`config.mk`:
```
export PLATFORM = sky130hd
export DESIGN_NAME = scale_table_loader
export DESIGN_NICKNAME = d
export VERILOG_FILES = /design/src/rtl/scale_table_loader_pkg.sv /design/src/rtl/scale_ram_1w1r.sv /design/src/rtl/scale_table_loader.sv
export SDC_FILE = /design/constraint.sdc
export NUM_CORES = 1
export LEC_CHECK = 0
export BUFFER_PORTS_ARGS = -buffer_cell sky130_fd_sc_hd__buf_4
export CORE_MARGIN = 3
export CORE_UTILIZATION = 38
export DETAILED_ROUTE_END_ITERATION = 10
export PLACE_DENSITY = 0.59
export SLEW_MARGIN = 20
export SYNTH_ARGS = -nofsm -noshare
export SYNTH_HDL_FRONTEND = slang
export SYNTH_SLANG_ARGS = --single-unit
```
`constraint.sdc`:
```
create_clock -name clk -period 2.84 [get_ports clk]
set_input_delay 0.568 -clock clk [delete_from_list [all_inputs] [get_ports clk]]
set_output_delay 0.568 -clock clk [all_outputs]
set_load 0.03 [all_outputs]
```
`src/rtl/scale_table_loader_pkg.sv`:
```
// Shared CNN-engine definitions for the per-channel scale table.
// Holds the default table geometry and the loader FSM state encoding.
package scale_table_loader_pkg;

    localparam int unsigned TABLE_DEPTH = 64;  // per-channel scale entries
    localparam int unsigned TABLE_AW    = 6;   // log2(TABLE_DEPTH)
    localparam int unsigned TABLE_DW    = 8;   // scale byte width

    // Loader FSM encoding
    typedef enum logic [1:0] {
        ST_IDLE = 2'd0,
        ST_LOAD = 2'd1,
        ST_CSUM = 2'd2
    } load_state_t;

endpackage : scale_table_loader_pkg

```
`src/rtl/scale_ram_1w1r.sv`:
```
// Scale storage: one synchronous write port, one registered read port.
// Ports:
//   clk, rst            - clock, async active-high reset (read register only)
//   wr_en/wr_addr/wr_data - write port
//   rd_en/rd_addr       - read request; rd_data = mem[rd_addr] when rd_en, else 0
//   rd_data             - registered read data
// The array itself is not reset; callers gate reads with rd_en.
module scale_ram_1w1r #(
    parameter int unsigned DEPTH = 64,
    parameter int unsigned AW    = 6,
    parameter int unsigned DW    = 8
) (
    input  logic          clk,
    input  logic          rst,
    input  logic          wr_en,
    input  logic [AW-1:0] wr_addr,
    input  logic [DW-1:0] wr_data,
    input  logic          rd_en,
    input  logic [AW-1:0] rd_addr,
    output logic [DW-1:0] rd_data
);

    logic [DW-1:0] mem [DEPTH];

    // Write port
    always_ff @(posedge clk) begin
        if (wr_en) begin
            mem[wr_addr] <= wr_data;
        end
    end

    // Registered read port; disabled reads return zero
    always_ff @(posedge clk or posedge rst) begin
        if (rst) begin
            rd_data <= '0;
        end else if (rd_en) begin
            rd_data <= mem[rd_addr];
        end else begin
            rd_data <= '0;
        end
    end

endmodule : scale_ram_1w1r

```
`src/rtl/scale_table_loader.sv`:
```
// Loads a DEPTH-entry scale table from an upstream byte stream followed by a
// single checksum byte; the table is exposed to the CNN engine only after the
// 8-bit wrapping sum of all bytes (data + checksum) comes out to zero.
// Ports:
//   clk, rst        - clock, async active-high reset
//   load_start      - pulse to start a load (ignored while a load is running)
//   s_valid/s_data  - upstream byte stream; s_ready high in LOAD and CSUM
//   load_busy       - load in progress
//   load_done       - one-cycle pulse when the checksum byte is taken
//   csum_err        - last load failed its checksum
//   table_valid     - table holds a verified load
//   rd_addr/rd_data - engine read port, one-cycle latency, zero when invalid
module scale_table_loader
    import scale_table_loader_pkg::*;
#(
    parameter int unsigned DEPTH = TABLE_DEPTH,
    parameter int unsigned AW    = TABLE_AW,
    parameter int unsigned DW    = TABLE_DW
) (
    input  logic          clk,
    input  logic          rst,
    input  logic          load_start,
    input  logic          s_valid,
    input  logic [DW-1:0] s_data,
    output logic          s_ready,
    output logic          load_busy,
    output logic          load_done,
    output logic          csum_err,
    output logic          table_valid,
    input  logic [AW-1:0] rd_addr,
    output logic [DW-1:0] rd_data
);

    localparam logic [AW-1:0] LAST_IDX = AW'(DEPTH - 1);

    load_state_t   state_q, state_d;
    logic [AW-1:0] idx_q, idx_d;
    logic [DW-1:0] sum_q, sum_d;
    logic          table_valid_d;
    logic          csum_err_d;
    logic          load_done_d;
    logic          active_d;
    logic          wr_en;
    logic          xfer;
    logic [DW-1:0] final_sum;

    // s_ready mirrors the registered state, so it is safe to use for handshake
    assign xfer      = s_valid && s_ready;
    assign final_sum = DW'(sum_q + s_data);

    // Next-state and datapath control
    always_comb begin
        state_d       = state_q;
        idx_d         = idx_q;
        sum_d         = sum_q;
        table_valid_d = table_valid;
        csum_err_d    = csum_err;
        load_done_d   = 1'b0;
        wr_en         = 1'b0;

        unique case (state_q)
            ST_IDLE: begin
                if (load_start) begin
                    state_d       = ST_LOAD;
                    idx_d         = '0;
                    sum_d         = '0;
                    table_valid_d = 1'b0;
                    csum_err_d    = 1'b0;
                end
            end
            ST_LOAD: begin
                if (xfer) begin
                    wr_en = 1'b1;
                    sum_d = DW'(sum_q + s_data);
                    // Index parks on the last entry rather than wrapping
                    if (idx_q == LAST_IDX) begin
                        state_d = ST_CSUM;
                    end else begin
                        idx_d = AW'(idx_q + AW'(1));
                    end
                end
            end
            ST_CSUM: begin
                if (xfer) begin
                    state_d       = ST_IDLE;
                    load_done_d   = 1'b1;
                    table_valid_d = (final_sum == '0);
                    csum_err_d    = (final_sum != '0);
                end
            end
            default: begin
                state_d = ST_IDLE;
            end
        endcase

        active_d = (state_d != ST_IDLE);
    end

    // State and output registers
    always_ff @(posedge clk or posedge rst) begin
        if (rst) begin
            state_q     <= ST_IDLE;
            idx_q       <= '0;
            sum_q       <= '0;
            s_ready     <= 1'b0;
            load_busy   <= 1'b0;
            load_done   <= 1'b0;
            csum_err    <= 1'b0;
            table_valid <= 1'b0;
        end else begin
            state_q     <= state_d;
            idx_q       <= idx_d;
            sum_q       <= sum_d;
            s_ready     <= active_d;
            load_busy   <= active_d;
            load_done   <= load_done_d;
            csum_err    <= csum_err_d;
            table_valid <= table_valid_d;
        end
    end

    // Reads are gated by the pre-edge table_valid, so a read coinciding with
    // load completion still returns zero
    scale_ram_1w1r #(
        .DEPTH (DEPTH),
        .AW    (AW),
        .DW    (DW)
    ) u_ram (
        .clk     (clk),
        .rst     (rst),
        .wr_en   (wr_en),
        .wr_addr (idx_q),
        .wr_data (s_data),
        .rd_en   (table_valid),
        .rd_addr (rd_addr),
        .rd_data (rd_data)
    );

endmodule : scale_table_loader
```
==> qor.json, run 1 <==
{
  "yosys.area.top_type_share_pct": 71.9,
  "leading_post_synthesis_cells_by_instance_count": "512 x edfxtp_1, 122 x mux4_2, 92 x nor2_1",
  "use_met2_pct": 27.3,
  "timing.critical_path.slowest_cell_delay_ns": 0.53,
  "drcViolationCount": 0,
  "finalCriticalPeriod_ns": 2.45,
  "portBuffers": 30,
  "critPathRequiredTime_ns": 3.30,
  "antenna_found_initial": 2,
  "cts_htree_levels": 2,
  "cpMaxStageDelayCell": "or4_1",
  "antenna_violating_nets_post_route": 0,
  "total_of_endpoints_with_negative_setup_slack_in_the_final_report": 0,
  "tritoncts": "yes",
  "final_net_count": 1247,
  "fin_crit_sh_pct": 86.3,
  "ys_types": 55,
  "post_synth_inst_count": 1054,
  "die-height_microns": 243,
  "number_of_flops_mapped_to_enable_cells_by_yosys": 512,
  "ys.warnings.count": 0,
  "asyncSetResetFlopFracSynth_pct": 5.19,
  "worst_path_dominant_cell_family": "adder cells",
  "ctsHoldBuffers": 0,
  "grt_util_met1_pct": 25.2,
  "critical_path_arrival_ns": 2.91,
  "post-route-util_pct": 45.2,
  "clk_transition_reported_paths_ns": 0.06,
  "power.leakage_nw": 8.20,
  "first_global_vias": 11300,
  "core.rowCount": 86,
  "timing.critical_path.fanout_max": 3,
  "post-layout-total-power_mw": 18.2,
  "cellPowerDensity_mw_per_mm2": 724,
  "dieArea_sq_mm": 0.0592,
  "synth.most_common_cell": "edfxtp_1",
  "rsz0062_at_grt": "false",
  "first_pass_grt_wire_length_mm": 76.7,
  "cp-start-kind": "flop",
  "grt-busiest-layer": "met2",
  "hold_crit_path_type": "input pin to asynchronous set/reset pin",
  "setup-tns-final_ns": 0,
  "drt-vias-per-instance": 5.41,
  "syn_nets": 1081,
  "worst_slack_ns": 0.388,
  "max-clock-path-buffers": 3,
  "syn_area_per_cell_sq_um": 20.3,
  "synthToLayoutAreaGrowth_pct": 17.2,
  "final_hold_viol_count": 0,
  "vias": 10900,
  "max_clock_freq_mhz": 408,
  "timing_max_transition_violations_final": 0,
  "worst_slew_pin_slew_ns": 0.785,
  "grt_start_max_net_pins": 65,
  "ys_dominant_reg_cell": "edfxtp_1",
  "detailedRoute.firstIterationViolations": 1206,
  "detailedPlace.worstSlack_ns": 0.0618,
  "initial_core_util_pct": 38.6,
  "design.portCount": 31,
  "synth.largest_area_cell": "edfxtp_1",
  "path_class": "flop to flop",
  "cp_num_buf_inv": 0,
  "tritoncts.num_buffers": 54,
  "peakVddDrop_v": 0.000536,
  "clk-insertion-delay-late_ns": 0.60,
  "cts_setup_buffers": 0,
  "synth-seq-area-share_pct": 75.2,
  "path_cells": "ha_1 > fa_1 > a21o_2 > a21oi_1 > xnor2_1 > or4_1 > o31a_1",
  "routabilityCongestion": 0.840,
  "filler_cell_count": 4732,
  "place.detailed.hpwl_mm": 32.9,
  "ys_seq_elements": 540,
  "grt_usage_pct": 17.6,
  "core_area_sq_mm": 0.0554,
  "finalClockSkew_ns": 0.0293,
  "drive_above_1_share_pct": 30.6,
  "yosys-top-cells-area": "edfxtp_1 72%, mux4_2 13%, dfrtp_1 3.3%, nor2_1 1.6%, mux4_1 0.86%",
  "slew_headroom_pct": 47.6,
  "cts_num_sinks": 540,
  "total_of_max_cap_violations": 0,
  "clockRootBuffer": "clkbuf_16",
  "globalRoute.totalOverflow": 0,
  "die_w_microns": 243,
  "wl_mm": 51.7,
  "cts_repair_resize_count": 0,
  "globalRouteMet3Util_pct": 3.26,
  "routedWlPerCell_microns": 25.7,
  "number_of_iterations_in_the_first_detailed_routing_pass": 5,
  "crit_path_end_kind": "flop",
  "outcome": "complete, no violations",
  "antenna-diode-count": 0,
  "post_synth_instance_area_sq_mm": 0.0214
}
power breakdown:
part           internal, mW  total (mW)  switching, mW
logic                 0.732        1.86           1.12
clock network          4.13        7.09           2.96
registers              9.03        9.20          0.175
final timing paths:
kind / startpoint / end / slack, ns / depth (start not counted)
min: rst / load_done / 0.1 / 3
max reg2reg: sum_q[0] / csum_err / 0.39 / 7
max: sum_q[0] / csum_err / 0.39 / 7
min reg2reg: sum_q[2] / sum_q[2] / 0.51 / 2
min in group clk: load_start / load_busy / 0.28 / 3
max in group asynchronous: rst / sum_q[4] / 2.39 / 3
flip-flops by register name, summed over array words and instances, names as in the netlist:
register       cells
load_busy          1
sum_q              8
idx_q              6
u_ram.rd_data      8
state_q            2
table_valid        1
load_done          1
csum_err           1
u_ram.mem        512
through the flow:
| stage | std cells | hold slack [ns] | instance area (sq um) |
|---|---|---|---|
| global route | 2011 | 0.116 | 25100 |
| CTS | 2011 | 0.0746 | 25100 |
| global placement | 1912 | 0.494 | 23300 |
| detailed placement | 1912 | 0.496 | 23300 |
| floorplan | 1054 | 0.454 | 21400 |
| finish | 2011 | 0.0954 | 25100 |
kinds of logic after synthesis:
group	after synthesis	synth area share, %
AND/OR/NAND/NOR	186	4.18
multiplexers	150	14.7
flip-flops	540	75.2
buffers and inverters	57	1.62
adder cells (fa/ha/maj)	9	0.562
XOR/XNOR	6	0.246
AO/OA/AOI/OAI	106	3.48
metal layers:
metal  share of wire [%]  wire (microns)
met5                   0               0
met4                 3.0            1550
met3                 6.5            3340
met2                  47           24300
met1                  44           22500
cell usage in the layout, fill, tap and decap left out, drive strengths merged, types with 12 or more instances in the layout:
cell type | Yosys | final
edfxtp | 512 | 512
buf | 38 | 162
mux4 | 129 | 129
nor2 | 92 | 92
clkbuf | 14 | 68
dfrtp | 28 | 28
nand2 | 21 | 21
clkinv | 0 | 21
o21ai | 20 | 20
o22ai | 20 | 20
nor2b | 14 | 14
a21oi | 14 | 14
nand3 | 13 | 13
mux2i | 12 | 12
layout make-up:
class	count	area (sq um)	share of cell area, %
clock inverters	31	307	1.22
clock buffers	68	1450	5.77
multi-input cells	457	4960	19.8
flip-flops and latches	540	16100	64.2
repair buffers	162	1310	5.23
inverters	5	18.8	0.0749
well taps	748	936	3.73
worst min-delay path: stages:
cell and delay [ns]:
buf_4 0.10, inv_1 0.04, buf_4 0.42
Note: power is estimated with default switching activity, not from simulation.
==> run 2: changes to the inputs <==
GPL_TIMING_DRIVEN = 0   (was not set)
==> run 2 against run 1 <==
Compared with the run above:
- the run now ends with negative setup slack left
- global-route usage is 1.5 points higher
- cell area is 1.8% lower
- critical path type unchanged
- first-iteration DRC count is 20% higher
- core utilization is 0.82 points lower
- critical endpoint is now u_ram.mem[14][4]
- flip-flop and latch count stayed put
- count of clock-buffer cells in the layout is 7 higher
- critical path depth is 3 lower
==> qor.json, run 2 (synthesis results as in run 1) <==
{
  "timing.critical_path.slowest_cell_delay": {"value": 0.68, "unit": "ns", "change": "+0.15 ns"},
  "vias": {"value": 11100, "change": "+2.1%"},
  "cp-start-kind": "flop",
  "finalCriticalPeriod": {"value": 3.00, "unit": "ns", "change": "+0.547 ns"},
  "routabilityCongestion": {"value": 0.925, "change": "+10%"},
  "clk-insertion-delay-late": {"value": 0.60, "unit": "ns", "change": "about the same"},
  "area_post_placement": {"value": 0.0226, "unit": "sq mm", "change": "-3.2%"},
  "finalClockSkew": {"value": 0.0219, "unit": "ns", "change": "-0.00735 ns"},
  "routedWlPerCell": {"value": 29.3, "unit": "microns", "change": "+14%"},
  "antenna_violating_nets_post_route": {"value": 0, "change": "unchanged"},
  "timing_max_transition_violations_final": {"value": 0, "change": "unchanged"},
  "post-route-util": {"value": 44.4, "unit": "%", "change": "-0.82 points"},
  "core_area": {"value": 0.0554, "unit": "sq mm", "change": "unchanged"},
  "worst_slack": {"value": -0.160, "unit": "ns", "change": "-0.547 ns"},
  "top_layer_used": "met4",
  "clk_transition_reported_paths": {"value": 0.06, "unit": "ns", "change": "about the same"},
  "place.detailed.hpwl": {"value": 35.9, "unit": "mm", "change": "+9.1%"},
  "worst_slew_pin_slew": {"value": 1.03, "unit": "ns", "change": "+0.249 ns"},
  "detailedRoute.firstIterationViolations": {"value": 1447, "change": "+20%"},
  "peakVddDrop": {"value": 0.000453, "unit": "V", "change": "-16%"},
  "initial_core_util": {"value": 38.6, "unit": "%", "change": "unchanged"},
  "max_clock_freq": {"value": 333, "unit": "MHz", "change": "-18%"},
  "cpMaxStageDelayCell": "nor2_2",
  "post-layout-total-power": {"value": 18.2, "unit": "mW", "change": "+0.32%"},
  "die_w": {"value": 243, "unit": "microns", "change": "unchanged"},
  "layout_common_cells": "512 x edfxtp_1, 122 x mux4_2, 55 x clkbuf_16, 42 x buf_4, 39 x nor2_2",
  "clockRootBuffer": "clkbuf_16",
  "globalRoute.totalOverflow": {"value": 0, "change": "unchanged"},
  "drt-vias-per-instance": {"value": 5.75, "change": "+6.3%"},
  "max-clock-path-buffers": {"value": 3, "change": "unchanged"},
  "portBuffers": {"value": 28, "change": "-6.7%"},
  "antenna-diode-count": {"value": 0, "change": "unchanged"},
  "crit_path_end_kind": "flop",
  "outcome": "complete, but fails checks",
  "critPathRequiredTime": {"value": 3.07, "unit": "ns", "change": "-0.23 ns"},
  "cts_htree_levels": {"value": 2, "change": "unchanged"},
  "number_of_iterations_in_the_first_detailed_routing_pass": {"value": 5, "change": "unchanged"},
  "power.leakage": {"value": 7.67, "unit": "nW", "change": "-6.5%"},
  "final_hold_viol_count": {"value": 0, "change": "unchanged"},
  "path_class": "flop to flop",
  "first_global_vias": {"value": 11000, "change": "-3.2%"},
  "grt_start_max_net_pins": {"value": 67, "change": "+3.1%"},
  "slew_headroom": {"value": 31.1, "unit": "%", "change": "-17 points"},
  "final_net_count": {"value": 1167, "change": "-6.4%"},
  "met2_length": {"value": 26.1, "unit": "mm", "change": "+7.2%"},
  "wl": {"value": 56.5, "unit": "mm", "change": "+9.3%"},
  "timing.critical_path.fanout_max": {"value": 10, "change": "+7"},
  "total_of_max_cap_violations": {"value": 0, "change": "unchanged"},
  "synthToLayoutAreaGrowth_pct": 15.0,
  "drcViolationCount": {"value": 0, "change": "unchanged"},
  "wl_met3": {"value": 5.28, "unit": "mm", "change": "+58%"},
  "hold_crit_path_type": "input pin to flop",
  "design.portCount": {"value": 31, "change": "unchanged"},
  "path_cells": "and4b_1 > buf_1 > nand3_2 > nor2_2",
  "dieArea": {"value": 0.0592, "unit": "sq mm", "change": "unchanged"},
  "antenna_found_initial": {"value": 0, "change": "-2"},
  "grt_usage": {"value": 19.1, "unit": "%", "change": "+1.5 points"},
  "largestRegisters": "u_ram.mem: 512 flops, sum_q: 8 flops, u_ram.rd_data: 8 flops",
  "total_of_endpoints_with_negative_setup_slack_in_the_final_report": {"value": 218, "change": "+218"},
  "finish.cell_count_without_fillers": {"value": 1932, "change": "-3.9%"},
  "tritoncts.num_buffers": {"value": 54, "change": "unchanged"},
  "tritoncts": "yes",
  "met1Wirelength": {"value": 23.4, "unit": "mm", "change": "+4.0%"},
  "drive_above_1_share": {"value": 30.2, "unit": "%", "change": "-0.40 points"},
  "die-height": {"value": 243, "unit": "microns", "change": "unchanged"},
  "place_inst": {"value": 1831, "change": "-4.2%"},
  "rsz0062_at_grt": "true",
  "finish.instance_area": {"value": 0.0246, "unit": "sq mm", "change": "-1.8%"},
  "largest_register_ff_count": {"value": 512, "change": "unchanged"},
  "cts_num_sinks": {"value": 540, "change": "unchanged"},
  "cellPowerDensity": {"value": 740, "unit": "mW/mm^2", "change": "+2.2%"},
  "failed_checks": "negative setup slack",
  "layout_commonest_cell": "edfxtp_1",
  "first_pass_grt_wire_length": {"value": 80.3, "unit": "mm", "change": "+4.8%"},
  "regMostFlops": "u_ram.mem",
  "fin_crit_sh": {"value": 106, "unit": "%", "change": "+19 points"},
  "critical_path_arrival": {"value": 3.23, "unit": "ns", "change": "+0.32 ns"},
  "core.rowCount": {"value": 86, "change": "unchanged"}
}
## run 2: cell count changes in the layout (fill, tap and decap cells not counted), sizes merged
cell and change:
buf -95, clkbuf +21, clkinv -4, bufinv -2, clkinvlp +1, dlygate4sd3 +1
inv -1
## run 2: metrics by stage
| stage | TNS [ns] | hold WS, ns | setup slack [ns] |
|---|---|---|---|
| floorplan | 0 | 0.454 | 0.351 |
| finish | -15.40 | 0.242 | -0.160 |
| global placement | -120.19 | 0.476 | -0.553 |
| CTS | -45.85 | 0.208 | -0.306 |
| global route | -41.08 | 0.267 | -0.212 |
| detailed placement | -142.16 | 0.491 | -0.621 |
## run 2: critical path: cells and delay by family (launching register included)
family | cells | cell delay [ns]
buffers and inverters | 1 | 0.53
flip-flops | 1 | 0.43
AND/OR/NAND/NOR | 3 | 1.66
## run 2: area by class of cell
class | instances | area [sq um]
repair buffers | 30 | 240
multi-input cells | 457 | 5260
well taps | 748 | 936
inverters | 5 | 18.8
flip-flops and latches | 540 | 16100
clock inverters | 25 | 249
clock buffers | 75 | 1490
fillers | 4733 | 30800
plain buffers | 52 | 328
## run 2: power breakdown
group	internal (mW)	leakage (nW)	total, mW	switching [mW]
Clock	4.03	0.839	7.02	2.98
Sequential	9.03	4.96	9.14	0.107
Combinational	0.674	1.87	2.06	1.38
## run 2: timing repair
action / CTS / global route
endpoints found under the setup margin: 448 / 469
pin swaps: 0 / 0
hold buffers: 1 / 0
setup buffers: 0 / 0
endpoints found under the hold margin: 9 / 0
gates resized for setup: 60 / 31
cloned: 0 / 0
## run 2: worst paths after layout
path                             from                to  slack, ns  depth (start not counted)
hold / removal             load_start        state_q[0]       0.24                          3
setup / recovery           state_q[1]  u_ram.mem[14][4]      -0.16                          4
max in group asynchronous         rst  u_ram.rd_data[5]       1.93                          4
setup reg to reg           state_q[1]  u_ram.mem[14][4]      -0.16                          4
min in group asynchronous         rst         load_busy       0.46                          3
hold reg to reg              sum_q[2]          sum_q[2]       0.50                          2
## run 2: metal layers
layer,vias up,GRT usage [%]
li1,4548,-
met1,5865,27.5
met2,593,29.1
met3,99,4.14
met4,0,6.17
met5,-,0
